--- src/rtl/fdd_motor_ctrl.sv ---
// Drive-side spindle model for two floppy units.
// Turns per-drive motor requests into a spun-up flag after a spin-up delay. Keeps each motor
// running for a hold time after its request drops. Produces the index pulse of the selected unit.
//
// Ports:
//   clk        system clock
//   reset      synchronous, active-high reset
//   motor_req  per-drive motor request (1 = on)
//   disk_in    per-drive medium present
//   USEL       unit whose index pulse drives INDEXn
//   motor_run  per-drive spun-up flag (RUN or HOLD)
//   spinning   per-drive spindle turning (SPINUP, RUN or HOLD)
//   INDEXn     active-low index pulse of the selected unit
module fdd_motor_ctrl #(
  parameter int unsigned TICK_DIV  = 21477,
  parameter int unsigned SPINUP_MS = 500,
  parameter int unsigned HOLD_MS   = 2000,
  parameter int unsigned ROT_MS    = 200,
  parameter int unsigned INDEX_MS  = 4
) (
  input  logic       clk,
  input  logic       reset,
  input  logic [1:0] motor_req,
  input  logic [1:0] disk_in,
  input  logic       USEL,
  output logic [1:0] motor_run,
  output logic [1:0] spinning,
  output logic       INDEXn
);

  localparam int unsigned PreW  = (TICK_DIV > 1) ? $clog2(TICK_DIV) : 1;
  localparam int unsigned CntMax = (SPINUP_MS > HOLD_MS) ? SPINUP_MS : HOLD_MS;
  localparam int unsigned CntW  = (CntMax > 1) ? $clog2(CntMax) : 1;
  localparam int unsigned RotW  = (ROT_MS > 1) ? $clog2(ROT_MS) : 1;

  localparam logic [PreW-1:0] PreLast    = PreW'(TICK_DIV - 1);
  localparam logic [CntW-1:0] SpinupLast = CntW'(SPINUP_MS - 1);
  localparam logic [CntW-1:0] HoldLast   = CntW'(HOLD_MS - 1);
  localparam logic [RotW-1:0] RotLast    = RotW'(ROT_MS - 1);
  localparam logic [RotW-1:0] IndexLen   = RotW'(INDEX_MS);

  typedef enum logic [1:0] {StOff, StSpinup, StRun, StHold} state_e;

  logic [PreW-1:0] pre_q;
  logic            tick;
  state_e          state_q [2];
  logic [CntW-1:0] cnt_q   [2];
  logic [RotW-1:0] rot_q   [2];

  // 1 ms timebase shared by both drives.
  assign tick = (pre_q == PreLast);

  always_ff @(posedge clk) begin
    if (reset) begin
      pre_q <= '0;
    end else if (tick) begin
      pre_q <= '0;
    end else begin
      pre_q <= pre_q + 1'b1;
    end
  end

  // Per-drive spindle FSM with its ms timer and rotation counter.
  always_ff @(posedge clk) begin
    for (int i = 0; i < 2; i++) begin
      if (reset) begin
        state_q[i] <= StOff;
        cnt_q[i]   <= '0;
        rot_q[i]   <= '0;
      end else begin
        // Rotation advances while the spindle turns; OFF pins it at 0 below.
        if (tick && state_q[i] != StOff) begin
          rot_q[i] <= (rot_q[i] == RotLast) ? '0 : rot_q[i] + 1'b1;
        end
        unique case (state_q[i])
          StOff: begin
            rot_q[i] <= '0;
            if (motor_req[i]) begin
              state_q[i] <= StSpinup;
              cnt_q[i]   <= '0;
            end
          end
          StSpinup: begin
            // Request level is checked first so a drop on the completing tick aborts.
            if (!motor_req[i]) begin
              state_q[i] <= StOff;
              rot_q[i]   <= '0;
            end else if (tick) begin
              if (cnt_q[i] == SpinupLast) begin
                state_q[i] <= StRun;
              end else begin
                cnt_q[i] <= cnt_q[i] + 1'b1;
              end
            end
          end
          StRun: begin
            if (!motor_req[i]) begin
              state_q[i] <= StHold;
              cnt_q[i]   <= '0;
            end
          end
          StHold: begin
            // Re-request wins over a same-cycle hold expiry.
            if (motor_req[i]) begin
              state_q[i] <= StRun;
            end else if (tick) begin
              if (cnt_q[i] == HoldLast) begin
                state_q[i] <= StOff;
                rot_q[i]   <= '0;
              end else begin
                cnt_q[i] <= cnt_q[i] + 1'b1;
              end
            end
          end
          default: state_q[i] <= StOff;
        endcase
      end
    end
  end

  always_comb begin
    for (int i = 0; i < 2; i++) begin
      motor_run[i] = (state_q[i] == StRun) || (state_q[i] == StHold);
      spinning[i]  = (state_q[i] != StOff);
    end
  end

  // Selection and medium are combinational so a USEL switch changes the source at once.
  assign INDEXn = !(spinning[USEL] && disk_in[USEL] && (rot_q[USEL] < IndexLen));

endmodule

--- config.mk ---
export PLATFORM = sky130hd
export DESIGN_NAME = fdd_motor_ctrl
export DESIGN_NICKNAME = d
export VERILOG_FILES = /design/src/rtl/fdd_motor_ctrl.sv
export SDC_FILE = /design/constraint.sdc
export NUM_CORES = 1
export LEC_CHECK = 0
export CORE_UTILIZATION = 46
export CTS_CLUSTER_DIAMETER = 60
export DETAILED_ROUTE_END_ITERATION = 16
export PLACE_DENSITY = 0.71
export RECOVER_POWER = 25
export SYNTH_ARGS = -nofsm -noshare
export SYNTH_HDL_FRONTEND = slang
export SYNTH_SLANG_ARGS = --single-unit
--- constraint.sdc ---
create_clock -name clk -period 2.6 [get_ports clk]
set_clock_uncertainty 0.1 [all_clocks]
set_input_delay 0.52 -clock clk [delete_from_list [all_inputs] [get_ports clk]]
set_output_delay 0.52 -clock clk [all_outputs]
set_load 0.03 [all_outputs]
==> impl_metrics.json <==
{
  "post_cts_hold_buffer_count": 0,
  "cts_max_path_buffers": 2,
  "critical_path.n_buffers_inverters": 2,
  "nets": 352,
  "synth.area.top_cells": "edfxtp_1, dfxtp_1, xnor2_1",
  "vdd_ir_drop_max_uv": 381,
  "power_density_mw_per_mm2": 766,
  "vertical_extent_of_the_die_um": 86.0,
  "comb_power_share_pct": 26.5,
  "clkSlewWorstSetupHoldPaths_ns": 0.06,
  "crit_path_max_fanout": 2,
  "fmax_mhz": 406,
  "cap_violations": 0,
  "grt_antenna_before_repair": 0,
  "seqPwrFrac_pct": 49.3,
  "finalMaxSlewViolations": 0,
  "synthesis.instances": 315,
  "wl_um": 5790,
  "via_per_inst": 5.32,
  "postSynthNetCount": 328,
  "cts_tree": "yes",
  "portBuffers": 11,
  "power_frac_clock_pct": 24.2,
  "clk_latency_ns": 0.34,
  "floorplan.initialDensity_pct": 47.8,
  "postSynth.topFlopCell": "edfxtp_1",
  "flow.area_growth_from_synthesis_pct": 12.2,
  "core_box_area_mm2": 0.00679,
  "layout-drive-gt1-share_pct": 13.7,
  "setup_violations_final": 0,
  "synth_largest_type_area_fraction_pct": 38.8,
  "fin_setup_tns_ns": 0,
  "finalHoldViolCount": 0,
  "internal_power_uw": 1860,
  "layout_common_cells": "nor2_1, edfxtp_1, xnor2_1",
  "globalRouteTotalUtil_pct": 17.3,
  "timing.critical_path.slowest_cell_delay_ns": 0.43,
  "post-place-ws_ns": -0.174,
  "drc_errors": 0,
  "row_cnt": 30,
  "worst_setup_path_start_kind": "primary input",
  "clockRootBuffer": "clkbuf_8",
  "final_cell_count_no_fill": 440,
  "synth_area_per_cell_um2": 10.3,
  "timing.critical_path.arrival_ns": 1.84,
  "die_area_mm2": 0.00740,
  "dpl.cell_count": 424,
  "layout_commonest_cell": "nor2_1",
  "power_leakage_uw": 0.00118,
  "path_delay_family": "buffers and inverters",
  "globalplace.congestion": 0.833,
  "fillers": 600,
  "io_pins": 12,
  "grt_pass1_vias": 2266,
  "synth_sequential_area_ratio_pct": 48.1,
  "synth.lib_cells_used.distinct": 49,
  "cts_made_buffers": 9,
  "critPathSlowestCell": "clkdlybuf4s50_1",
  "ys_ff_latch": 57,
  "grt_setup_unrepaired": "false",
  "detailed_routing_iterations_pass_1": 4,
  "n_antenna_cell": 0,
  "synth-edff-count": 42,
  "fp.dieW_um": 86.0,
  "htreeDepth": 3,
  "grt_pass1_wl_um": 9940,
  "outcome": "finished clean",
  "period_minus_slack_ns": 2.46,
  "detailedRoute.firstIterationViolations": 50,
  "number_of_nets_with_antenna_violations_after_detailed_routing": 0,
  "synth.yosys.warnings": 0,
  "power.share.switching_pct": 33.4,
  "numClockSinks": 57,
  "grt_overflow_total": 0,
  "hpwlAfterDp_um": 4080,
  "setup.worst_path.end_class": "output port",
  "synthesized_area_mm2": 0.00325,
  "hold_worst_slack_ns": 0.389,
  "timing.max_slew.rel_slack_pct": 64.6,
  "netSwitchingPower_uw": 931,
  "timing.hold.worst.class": "reg2reg",
  "postSynth.asyncResetShare_pct": 0,
  "routed_wirelength_normalized_by_instance_count_um": 13.2,
  "cp_data_required_time_ns": 1.98,
  "setup_ws_ns": 0.137,
  "netlist.top_cell.by_area": "edfxtp_1",
  "power.total_uw": 2790,
  "critical_path.cell_chain": "clkdlybuf4s50_1 > nor4_1 > nand3_1 > nor4_2 > a21oi_1 > dlygate4sd2_1",
  "critical_path_class": "in2out",
  "dr_total_vias": 2339,
  "finalCritPeriodShare_pct": 94.7,
  "tightest_slew_ns": 0.526,
  "maximum_number_of_pins_on_one_net_before_global_route_repair": 15
}
power by group through the flow:
| stage | registers (µW) | logic (µW) | clock network, µW |
|---|---|---|---|
| after floorplan | 1340 | 542 | 0 |
| after global placement | 1380 | 740 | 0 |
| after detailed placement | 1390 | 751 | 0 |
| after CTS | 1370 | 755 | 695 |
| after global routing | 1400 | 806 | 737 |
| final | 1380 | 738 | 675 |
routing by layer:
layer | vias up | track usage [%] | routed length, µm
met4 | 0 | 10.2 | 80
met1 | 1110 | 21.9 | 2800
met5 | - | 0 | 0
li1 | 1190 | - | -
met3 | 6 | 3.46 | 196
met2 | 33 | 27.5 | 2710
repair_timing:
action / 4_1_cts / 5_1_grt
endpoints found under the setup margin: 1 / 1
setup buffers: 0 / 0
hold endpoints to repair: 0 / 0
gates resized for setup: 1 / 1
flip-flops by register name, summed over array words and instances, names as in the netlist:
signal	flops
state_q	4
cnt_q	22
rot_q	16
pre_q	15
worst min-delay path: stages, from the launching register on:
cell	delay (ns)
dfxtp_1	0.32
o31ai_1	0.06
a21oi_1	0.06
cells in the mapped netlist, types with 6 or more instances:
| master | instances |
|---|---|
| inv_1 | 8 |
| nor3_1 | 14 |
| edfxtp_1 | 42 |
| a21oi_1 | 6 |
| xor2_1 | 16 |
| clkbuf_1 | 6 |
| dfxtp_1 | 15 |
| nor3_2 | 9 |
| xnor2_1 | 31 |
| nor2_1 | 50 |
| ha_1 | 6 |
| nand2_1 | 17 |
| nand3_1 | 20 |
| nor4_1 | 7 |
| nand4_1 | 9 |
| and3_1 | 8 |
cell type report:
type | count | area [µm²] | area share [%]
tap | 96 | 120 | 3.30
clock inverter | 5 | 22.5 | 0.618
multi-input combinational | 237 | 1550 | 42.6
timing repair buffer | 26 | 226 | 6.22
clock buffer | 11 | 131 | 3.61
sequential | 57 | 1560 | 42.9
inverter | 8 | 30.0 | 0.824
per-stage QoR:
stage	instance area [µm²]	util, %
after floorplan	3250	-
after global placement	3520	51.8
after detailed placement	3520	51.8
after CTS	3670	54.1
after global routing	3640	53.6
final	3640	53.6
cells by family (layout without fill, tap and decap cells):
family | after synthesis | in the layout | synth area share [%]
fa+ha+maj | 6 | 6 | 2.31
xor+xnor | 47 | 47 | 12.7
simple gates | 164 | 164 | 28.7
compound gates | 20 | 20 | 4.78
flops | 57 | 57 | 48.1
buf+inv | 21 | 50 | 3.43
final timing paths:
check / start / end / slack [ns] / cells past startpoint
setup / recovery: USEL / INDEXn / 0.14 / 6
hold / removal: pre_q[14] / pre_q[14] / 0.39 / 2
setup reg to reg: cnt_q[0][5] / state_q[0][0] / 0.20 / 4
hold reg to reg: pre_q[14] / pre_q[14] / 0.39 / 2
Power figures use the tool's default switching activity.
